**src/rtl/aes_pkg.sv**
```systemverilog
// Shared AES constants, types and byte-level lookups for the key-schedule blocks.
package aes_pkg;

  localparam int unsigned NR         = 14;
  localparam int unsigned WORD_W     = 32;
  localparam int unsigned RK_W       = 128;
  localparam int unsigned WIN_W      = 2 * RK_W;
  localparam int unsigned ROUND_W    = 4;
  localparam int unsigned RCON_IDX_W = 3;

  typedef logic [WORD_W-1:0] word_t;
  typedef logic [RK_W-1:0]   rk_t;

  // Two adjacent round keys; lo occupies the MSBs (first word of the big-endian window).
  typedef struct packed {
    rk_t lo;
    rk_t hi;
  } win_t;

  typedef enum logic {
    IDLE = 1'b0,
    RUN  = 1'b1
  } state_e;

  // rc_1..rc_7, rc_1 in the MSB byte.
  localparam logic [55:0] RC_TBL = 56'h01_02_04_08_10_20_40;

  // Forward S-box, entry 0x00 in the MSB byte.
  localparam logic [2047:0] SBOX_TBL = {
    128'h637c777bf26b6fc53001672bfed7ab76,
    128'hca82c97dfa5947f0add4a2af9ca472c0,
    128'hb7fd9326363ff7cc34a5e5f171d83115,
    128'h04c723c31896059a071280e2eb27b275,
    128'h09832c1a1b6e5aa0523bd6b329e32f84,
    128'h53d100ed20fcb15b6acbbe394a4c58cf,
    128'hd0efaafb434d338545f9027f503c9fa8,
    128'h51a3408f929d38f5bcb6da2110fff3d2,
    128'hcd0c13ec5f974417c4a77e3d645d1973,
    128'h60814fdc222a908846eeb814de5e0bdb,
    128'he0323a0a4906245cc2d3ac629195e479,
    128'he7c8376d8dd54ea96c56f4ea657aae08,
    128'hba78252e1ca6b4c6e8dd741f4bbd8b8a,
    128'h703eb5664803f60e613557b986c11d9e,
    128'he1f8981169d98e949b1e87e9ce5528df,
    128'h8ca1890dbfe6426841992d0fb054bb16
  };

  function automatic logic [7:0] sbox(input logic [7:0] x);
    return SBOX_TBL[(255 - int'(x)) * 8 +: 8];
  endfunction

  // Index 0 has no round constant and yields zero.
  function automatic logic [7:0] rc_byte(input logic [RCON_IDX_W-1:0] idx);
    if (idx == '0) return 8'h00;
    return RC_TBL[(7 - int'(idx)) * 8 +: 8];
  endfunction

endpackage

```
**src/rtl/inv_key_step.sv**
```systemverilog
// One backward step of the AES-256 schedule: window RK r, RK r+1 -> RK r-1.
module inv_key_step
  import aes_pkg::*;
(
  input  logic [WIN_W-1:0]      win_i,
  input  logic                  odd_i,
  input  logic [RCON_IDX_W-1:0] rcon_idx_i,
  output logic [RK_W-1:0]       rk_o
);

  word_t a3, a4, a5, a6, a7;
  word_t rot, sub_in, sub_out, rcon, t_word;
  logic  unused_win;

  assign a3 = win_i[159:128];
  assign a4 = win_i[127:96];
  assign a5 = win_i[95:64];
  assign a6 = win_i[63:32];
  assign a7 = win_i[31:0];

  // Words a0..a2 never feed the recurrence.
  assign unused_win = ^win_i[255:160];

  rot_word u_rot_word (
    .word_i (a3),
    .word_o (rot)
  );

  // One shared S-box row; odd rounds substitute the rotated word.
  assign sub_in = odd_i ? rot : a3;

  sub_word u_sub_word (
    .word_i (sub_in),
    .word_o (sub_out)
  );

  r_con u_r_con (
    .idx_i  (rcon_idx_i),
    .rcon_o (rcon)
  );

  assign t_word = sub_out ^ (odd_i ? rcon : '0);
  assign rk_o   = {a4 ^ t_word, a5 ^ a4, a6 ^ a5, a7 ^ a6};

endmodule

```
**src/rtl/r_con.sv**
```systemverilog
// Round constant word {rc_i, 24'h0}; index 0 returns zero.
module r_con
  import aes_pkg::*;
(
  input  logic [RCON_IDX_W-1:0] idx_i,
  output logic [WORD_W-1:0]     rcon_o
);

  assign rcon_o = {rc_byte(idx_i), 24'h000000};

endmodule

```
**src/rtl/rot_word.sv**
```systemverilog
// RotWord: cyclic left rotation of a word by one byte.
module rot_word
  import aes_pkg::*;
(
  input  logic [WORD_W-1:0] word_i,
  output logic [WORD_W-1:0] word_o
);

  assign word_o = {word_i[WORD_W-9:0], word_i[WORD_W-1 -: 8]};

endmodule

```
**src/rtl/sub_word.sv**
```systemverilog
// SubWord: S-box applied to each byte of a 32-bit word.
module sub_word
  import aes_pkg::*;
(
  input  logic [WORD_W-1:0] word_i,
  output logic [WORD_W-1:0] word_o
);

  assign word_o = {sbox(word_i[31:24]), sbox(word_i[23:16]),
                   sbox(word_i[15:8]),  sbox(word_i[7:0])};

endmodule

```
**src/rtl/inv_key_expansion.sv**
```systemverilog
// Reverse AES-256 key schedule: loads RK13/RK14 and emits RK14..RK0, one per handshake.
module inv_key_expansion
  import aes_pkg::*;
(
  input  logic               iClk,
  input  logic               iRst_n,
  input  logic               iStart,
  input  logic [WIN_W-1:0]   iKey,
  input  logic               iReady,
  output logic               oValid,
  output logic [RK_W-1:0]    oRoundKey,
  output logic [ROUND_W-1:0] oRound,
  output logic               oBusy,
  output logic               oDone
);

  state_e                 state_q, state_d;
  win_t                   win_q, win_d;
  logic [ROUND_W-1:0]     out_q, out_d;
  rk_t                    rk_q, rk_d;
  logic                   valid_q, valid_d;
  logic                   busy_q, busy_d;
  logic                   done_q, done_d;
  logic                   hs;
  logic [RCON_IDX_W-1:0]  rcon_idx;
  rk_t                    step_rk;

  assign hs       = valid_q & iReady;
  assign rcon_idx = RCON_IDX_W'((5'(out_q) + 5'd1) >> 1);

  inv_key_step u_inv_key_step (
    .win_i      (win_q),
    .odd_i      (out_q[0]),
    .rcon_idx_i (rcon_idx),
    .rk_o       (step_rk)
  );

  // Next-state and registered-output logic.
  always_comb begin
    state_d = state_q;
    win_d   = win_q;
    out_d   = out_q;
    rk_d    = rk_q;
    valid_d = valid_q;
    busy_d  = busy_q;
    done_d  = 1'b0;
    case (state_q)
      IDLE: begin
        if (iStart) begin
          state_d = RUN;
          win_d   = win_t'(iKey);
          out_d   = ROUND_W'(NR);
          rk_d    = iKey[RK_W-1:0];
          valid_d = 1'b1;
          busy_d  = 1'b1;
        end
      end
      RUN: begin
        if (hs) begin
          if (out_q == ROUND_W'(NR)) begin
            // Lower half already holds RK13; no schedule step needed.
            out_d = out_q - ROUND_W'(1);
            rk_d  = win_q.lo;
          end else if (out_q == '0) begin
            state_d = IDLE;
            valid_d = 1'b0;
            busy_d  = 1'b0;
            done_d  = 1'b1;
          end else begin
            win_d.lo = step_rk;
            win_d.hi = win_q.lo;
            out_d    = out_q - ROUND_W'(1);
            rk_d     = step_rk;
          end
        end
      end
      default: state_d = IDLE;
    endcase
  end

  always_ff @(posedge iClk or negedge iRst_n) begin
    if (!iRst_n) begin
      state_q <= IDLE;
      win_q   <= '0;
      out_q   <= '0;
      rk_q    <= '0;
      valid_q <= 1'b0;
      busy_q  <= 1'b0;
      done_q  <= 1'b0;
    end else begin
      state_q <= state_d;
      win_q   <= win_d;
      out_q   <= out_d;
      rk_q    <= rk_d;
      valid_q <= valid_d;
      busy_q  <= busy_d;
      done_q  <= done_d;
    end
  end

  assign oValid    = valid_q;
  assign oRoundKey = rk_q;
  assign oRound    = out_q;
  assign oBusy     = busy_q;
  assign oDone     = done_q;

endmodule

```
**config.mk**
```make
export PLATFORM = sky130hd
export DESIGN_NAME = inv_key_expansion
export DESIGN_NICKNAME = d
export VERILOG_FILES = /design/src/rtl/aes_pkg.sv /design/src/rtl/inv_key_step.sv /design/src/rtl/r_con.sv /design/src/rtl/rot_word.sv /design/src/rtl/sub_word.sv /design/src/rtl/inv_key_expansion.sv
export SDC_FILE = /design/constraint.sdc
export NUM_CORES = 2
export LEC_CHECK = 0
export CAP_MARGIN = 10
export CELL_PAD_IN_SITES_DETAIL_PLACEMENT = 1
export CELL_PAD_IN_SITES_GLOBAL_PLACEMENT = 1
export CORE_MARGIN = 2
export CORE_UTILIZATION = 38
export CTS_BUF_LIST = sky130_fd_sc_hd__clkbuf_4 sky130_fd_sc_hd__clkbuf_8 sky130_fd_sc_hd__clkbuf_16
export CTS_CLUSTER_SIZE = 25
export DETAILED_ROUTE_END_ITERATION = 7
export HOLD_SLACK_MARGIN = 0.02
export MAX_ROUTING_LAYER = met4
export PLACE_DENSITY = 0.86
export SETUP_SLACK_MARGIN = 0.5
export SLEW_MARGIN = 40
export SYNTH_ARGS = -nofsm -noshare
export SYNTH_HDL_FRONTEND = slang
export SYNTH_SLANG_ARGS = --single-unit
export TNS_END_PERCENT = 20
```
**constraint.sdc**
```tcl
create_clock -name iClk -period 3.6 [get_ports iClk]
set_input_delay 0.54 -clock iClk [delete_from_list [all_inputs] [get_ports iClk]]
set_output_delay 0.54 -clock iClk [all_outputs]
set_load 0.005 [all_outputs]
```
# ---- Word level (Yosys, flattened, before mapping)
# Index checks and enable logic that the tools add are counted.
dict set report classes {
  n_eq_ne 7
  shift 5
  bitwise 7
  n_reduce_logical 5
  n_mux 34
  addsub 7
}
# operator n
set op_table {}
lappend op_table {{$shiftx A2048 B12 Y8 const A} 3}
lappend op_table {{$shiftx A2048 B32 Y8 const A} 1}
lappend op_table {{$mux W256} 4}
lappend op_table {{$mux W128} 4}
lappend op_table {{$pmux W256 S2} 1}
lappend op_table {{$pmux W128 S2} 1}
lappend op_table {{$xor A32 B32 Y32} 5}
lappend op_table {{$mux W32} 2}
lappend op_table {{$shiftx A56 B7 Y8 const A} 1}
lappend op_table {{$sub A8 B8 Y9 const A} 4}
lappend op_table {{$mux W4} 4}
lappend op_table {{$mux W8} 2}
lappend op_table {{$mux W1} 13}
lappend op_table {{$pmux W4 S2} 1}
lappend op_table {{$reduce_and A4 Y1} 2}
lappend op_table {{$ne A2 B2 Y1 const B} 3}
lappend op_table {{$add A4 B1 Y4 const B} 1}
lappend op_table {{$eq A4 B4 Y1 const B} 1}
lappend op_table {{$logic_not A4 Y1} 1}
lappend op_table {{$ne A2 B1 Y1 const B} 2}
lappend op_table {{$pmux W1 S2} 2}
lappend op_table {{$sub A3 B3 Y4 const A} 1}
lappend op_table {{$sub A4 B1 Y4 const B} 1}
lappend op_table {{$logic_not A3 Y1} 1}
lappend op_table {{other kinds (4)} 4}
dict set report word_totals {
  inputBits 260
  ff_bits 391
}

# ---- Logic depth before layout (Yosys ltp)
dict set report logic_depth {
  depth_word 11
  ltp_mapped 17
}

# ---- Hierarchy
# From an unflattened synthesis, not the netlist that was laid out.
dict set report unflattened {
  cells_unflattened 4079
  hier_area_um2 37084.3
}
# module cells_each area_per_inst_um2 n_inst seq_area_each_um2
set modules_own_cells {}
lappend modules_own_cells {inv_key_expansion 1589 21066.5 1 9784.4}
lappend modules_own_cells {sub_word 2194 13446.6 1 0.0}
lappend modules_own_cells {inv_key_step 231 2079.5 1 0.0}
lappend modules_own_cells {r_con 33 251.5 1 0.0}
lappend modules_own_cells {rot_word 32 240.2 1 0.0}

# ---- Least setup slack after synthesis
# Ideal clock, no wire load.
dict set report synth_path {
  kind {reg-to-reg}
  start {register out_q[0], in the netlist oRound[0]}
  end {register rk_q[104], in the netlist oRoundKey[104]}
  t_required_ps 3477
  path_stages_with_launch 16
  slack_ps -107
  arrival_ps 3583
  period_less_slack_ps 3707
  cell_sequence {dfrtp_1 -> buf_6 -> buf_12 -> mux2i_4 -> buf_2 -> buf_2 -> ha_1 -> clkbuf_1 -> inv_1 -> mux4_2 -> mux4_2 -> nor2_1 -> nor3_1 -> and3_1 -> a211oi_1 -> nand2_1}
}
dict set report synth_between {
  elab_chain_len 9
  word_cells_on_any_way 13
}
# element line
set synth_lines {}
lappend synth_lines {{start: declaration} inv_key_expansion.sv:19} ;# logic [ROUND_W-1:0] out_q, out_d;
lappend synth_lines {{start signal: assignment} inv_key_expansion.sv:93} ;# out_q <= out_d;
lappend synth_lines {{$mux W32} inv_key_step.sv:30} ;# assign sub_in = odd_i ? rot : a3;
lappend synth_lines {{$sub A8 B8 Y9} aes_pkg.sv:49} ;# return SBOX_TBL[(255 - int'(x)) * 8 +: 8];
lappend synth_lines {{$shiftx A2048 B12 Y8} aes_pkg.sv:49}
lappend synth_lines {{$xor A32 B32 Y32} inv_key_step.sv:42} ;# assign t_word = sub_out ^ (odd_i ? rcon : '0);
lappend synth_lines {{$xor A32 B32 Y32} inv_key_step.sv:43} ;# assign rk_o = {a4 ^ t_word, a5 ^ a4, a6 ^ a5, a7 ^ a6};
lappend synth_lines {{$mux W128} inv_key_expansion.sv:64} ;# end else if (out_q == '0) begin
lappend synth_lines {{$mux W128} inv_key_expansion.sv:60} ;# if (out_q == ROUND_W'(NR)) begin
lappend synth_lines {{$mux W128} inv_key_expansion.sv:59} ;# if (hs) begin
lappend synth_lines {{$pmux W128 S2} inv_key_expansion.sv:47} ;# case (state_q)
lappend synth_lines {{end signal: assignment} inv_key_expansion.sv:94} ;# rk_q <= rk_d;
lappend synth_lines {{end: declaration} inv_key_expansion.sv:20} ;# rk_t rk_q, rk_d;
# Several ways; a longest one is shown, not always the timed one. The select of a mux whose other input is x is not followed.
# A chain may end at the register's enable or synchronous reset.

# ---- Worst setup path in the final report
dict set report layout_path {
  start {register out_q[0], in the netlist oRound[0]}
  end {register rk_q[115], in the netlist oRoundKey[115]}
}
# Same word-level chain as after synthesis.

==> impl_metrics.yaml <==
status:
  status: "complete, no violations"
place:
  placedCellCount: 6697
  gp_congestion: 1.10
  dp_hpwl_mm: 166
  port_buffers: 394
drt:
  initialDrtViolationCount: 6528
  routed_wl_mm: 238
  detail-route-antenna-nets: 0
  via_count: 48009
  viasPerCell: 6.87
  drc: 0
  drt_pass1_iterations: 8
  wl_per_cell_microns: 34.0
synthesis:
  synthCells: 4885
  syn_nets: 5204
  ys_types: 87
  synthTopCellsByArea: "dfrtp_1 28%, nand2_1 7.5%, nor2_1 7.3%"
  yosysTopAreaCell: "dfrtp_1"
  ys_async_sr_fraction_pct: 100
  yosysTopAreaCellShare_pct: 27.7
  synth_area_sq_um: 35300
  yosysSeqAreaShare_pct: 27.7
  synth_edf_count: 0
  yosys_register_bits: 391
  ys.warnings.count: 0
  synth_ff_type: "dfrtp_1"
  synth.avg_cell_area_sq_um: 7.23
sta:
  fmax_mhz: 295
  worst_slew_pin_slew_ps: 913
  setup_viol: 0
  max_slew_margin_pct: 39.1
  grt_setup_unrepaired: "yes"
  finalHoldViolCount: 0
  fin_crit_sh_pct: 94.1
  fin_crit_ps: 3390
  drv_slew: 0
  clock_skew_ps: 28.3
setup_path:
  reg2reg_setup_slack_ps: 210
  end_kind: "flop"
  crit_type: "reg2reg"
  crit_fanout: 8
  r2r_start: "oRound[0]"
  critPathLaunch: "oRound[0]"
  cp.required_ps: 4120
  arrival_ps: 3910
  cp-start-kind: "flop"
global_route:
  grt_overflow_total: 0
  antenna_found_initial: 12
  grt_usage_pct: 48.9
  grt_pass1_vias: 48181
  grt_pass1_wl_mm: 336
  grt_max_degree: 169
layout:
  nNetsFinal: 6025
  layout_common_cells: "675 x buf_4, 667 x nand2_1, 633 x nor2_1, 392 x clkdlybuf4s50_1, 385 x dfrtp_1"
  layout-drive-gt1-share_pct: 24.9
  fillCellCount: 10929
  syn_to_final_growth_pct: 45.3
  fin_cells: 6992
  final_common_cell: "buf_4"
cts:
  clock-root-buffer: "clkbuf_16"
  cts.sinks: 391
  cts_max_level: 2
  clockBufferDepth: 3
  cts_tree: "done"
  numCtsBuffers: 46
  clk_pin_slew_ps: 60
  worst_skew_pair.late_latency_ps: 660
die:
  die_w_microns: 309
  die_y_microns: 309
  start_util_pct: 38.4
  dieArea_sq_um: 95400
  core_area_sq_um: 91900
  ioPinCount: 395
  rows: 111
job:
  max-cap-violations: 0
hold_path:
  hold_start: "iKey[87]"
  holdCritPathClass: "in2reg"
metrics by stage:
| step | hold WS (ps) | util [%] | setup WS, ps | TNS [ps] | cell area, sq um |
|---|---|---|---|---|---|
| floorplan | 244 | - | 341 | 0 | 35500 |
| global placement | 480 | 48.7 | -64.2 | -244 | 44800 |
| detailed placement | 517 | 48.7 | -115 | -628 | 44800 |
| CTS | 511 | 53.1 | 251 | 0 | 48800 |
| global route | 535 | 55.8 | 153 | 0 | 51300 |
| finish | 515 | 55.8 | 212 | 0 | 51300 |
cell families after synthesis:
| group | after synthesis | share of synthesized area, % |
|---|---|---|
| compound gates | 1724 | 31.8 |
| xor+xnor | 144 | 3.59 |
| fa+ha+maj | 59 | 2.09 |
| buf+inv | 540 | 6.76 |
| flops | 391 | 27.7 |
| mux | 140 | 4.93 |
| simple gates | 1887 | 23.1 |
registers in the layout, indices dropped and copies added, names as in the netlist:
name       flops
win_q        256
oRoundKey    128
oRound         4
oBusy          1
oDone          1
state_q        1
synth_stat cells (all sizes together), types with 21 or more instances:
cell type and number:
a211oi 58, a21oi 368, a221oi 63, a22oi 23
a311oi 43, a31oi 263, and3 21, buf 204
clkbuf 305, dfrtp 391, ha 59, inv 30
mux2 22, mux2i 105, nand2 702, nand2b 109
nand3 112, nor2 689, nor3 113, nor3b 55
o211ai 238, o21ai 373, o221ai 30, o22ai 27
o311ai 38, o31ai 22, xnor2 138
critical path, cell delays in order (launching register included):
cell	delay [ps]
dfrtp_4	520
buf_12	170
buf_12	150
mux2i_4	200
buf_6	180
buf_4	190
ha_4	210
buf_4	150
mux2_2	270
a21oi_2	220
buf_4	150
a211oi_2	70
nor3_2	190
a311oi_1	70
a21oi_1	220
xnor2_1	180
o21ai_0	120
layout make-up:
type	instances	area [sq um]	area share (%)
Tap cell	1243	1560	3.03
Clock inverter	20	264	0.514
Sequential cell	391	9800	19.1
Timing Repair inverter	1	3.75	0.00731
Inverter	31	174	0.339
Antenna cell	10	25.0	0.0488
Timing Repair Buffer	1279	12600	24.6
Clock buffer	61	1310	2.55
Multi-Input combinational cell	3956	25600	49.8
path summary, 6_finish.rpt:
check	cells past startpoint	to
worst max-delay path	16	oRoundKey[115]
worst min-delay path	3	oRoundKey[87]
worst max register to register	16	oRoundKey[115]
worst min register to register	2	oRoundKey[98]
max in group asynchronous	3	win_q[150]
min in group asynchronous	2	win_q[162]
timing repair:
item                       in CTS  in global routing
gates resized for setup       298                377
cloned                         13                 10
setup endpoints to repair     364                184
buffers inserted              104                 76
pin swaps                      70                122
hold endpoints to repair       66                  0
hold buffers                    1                  0
metal layers:
metal / part of all wire, % / up-vias / GRT usage (%)
met3: 11 / 1107 / 12.0
met2: 43 / 3383 / 72.0
met5: 0 / - / -
met1: 38 / 23912 / 59.5
li1: - / 19607 / -
met4: 8.4 / 0 / 31.7
Power is left out: the tool's default activity adds up to more than one toggle a clock period on the data nets, which glitch-free logic cannot reach.
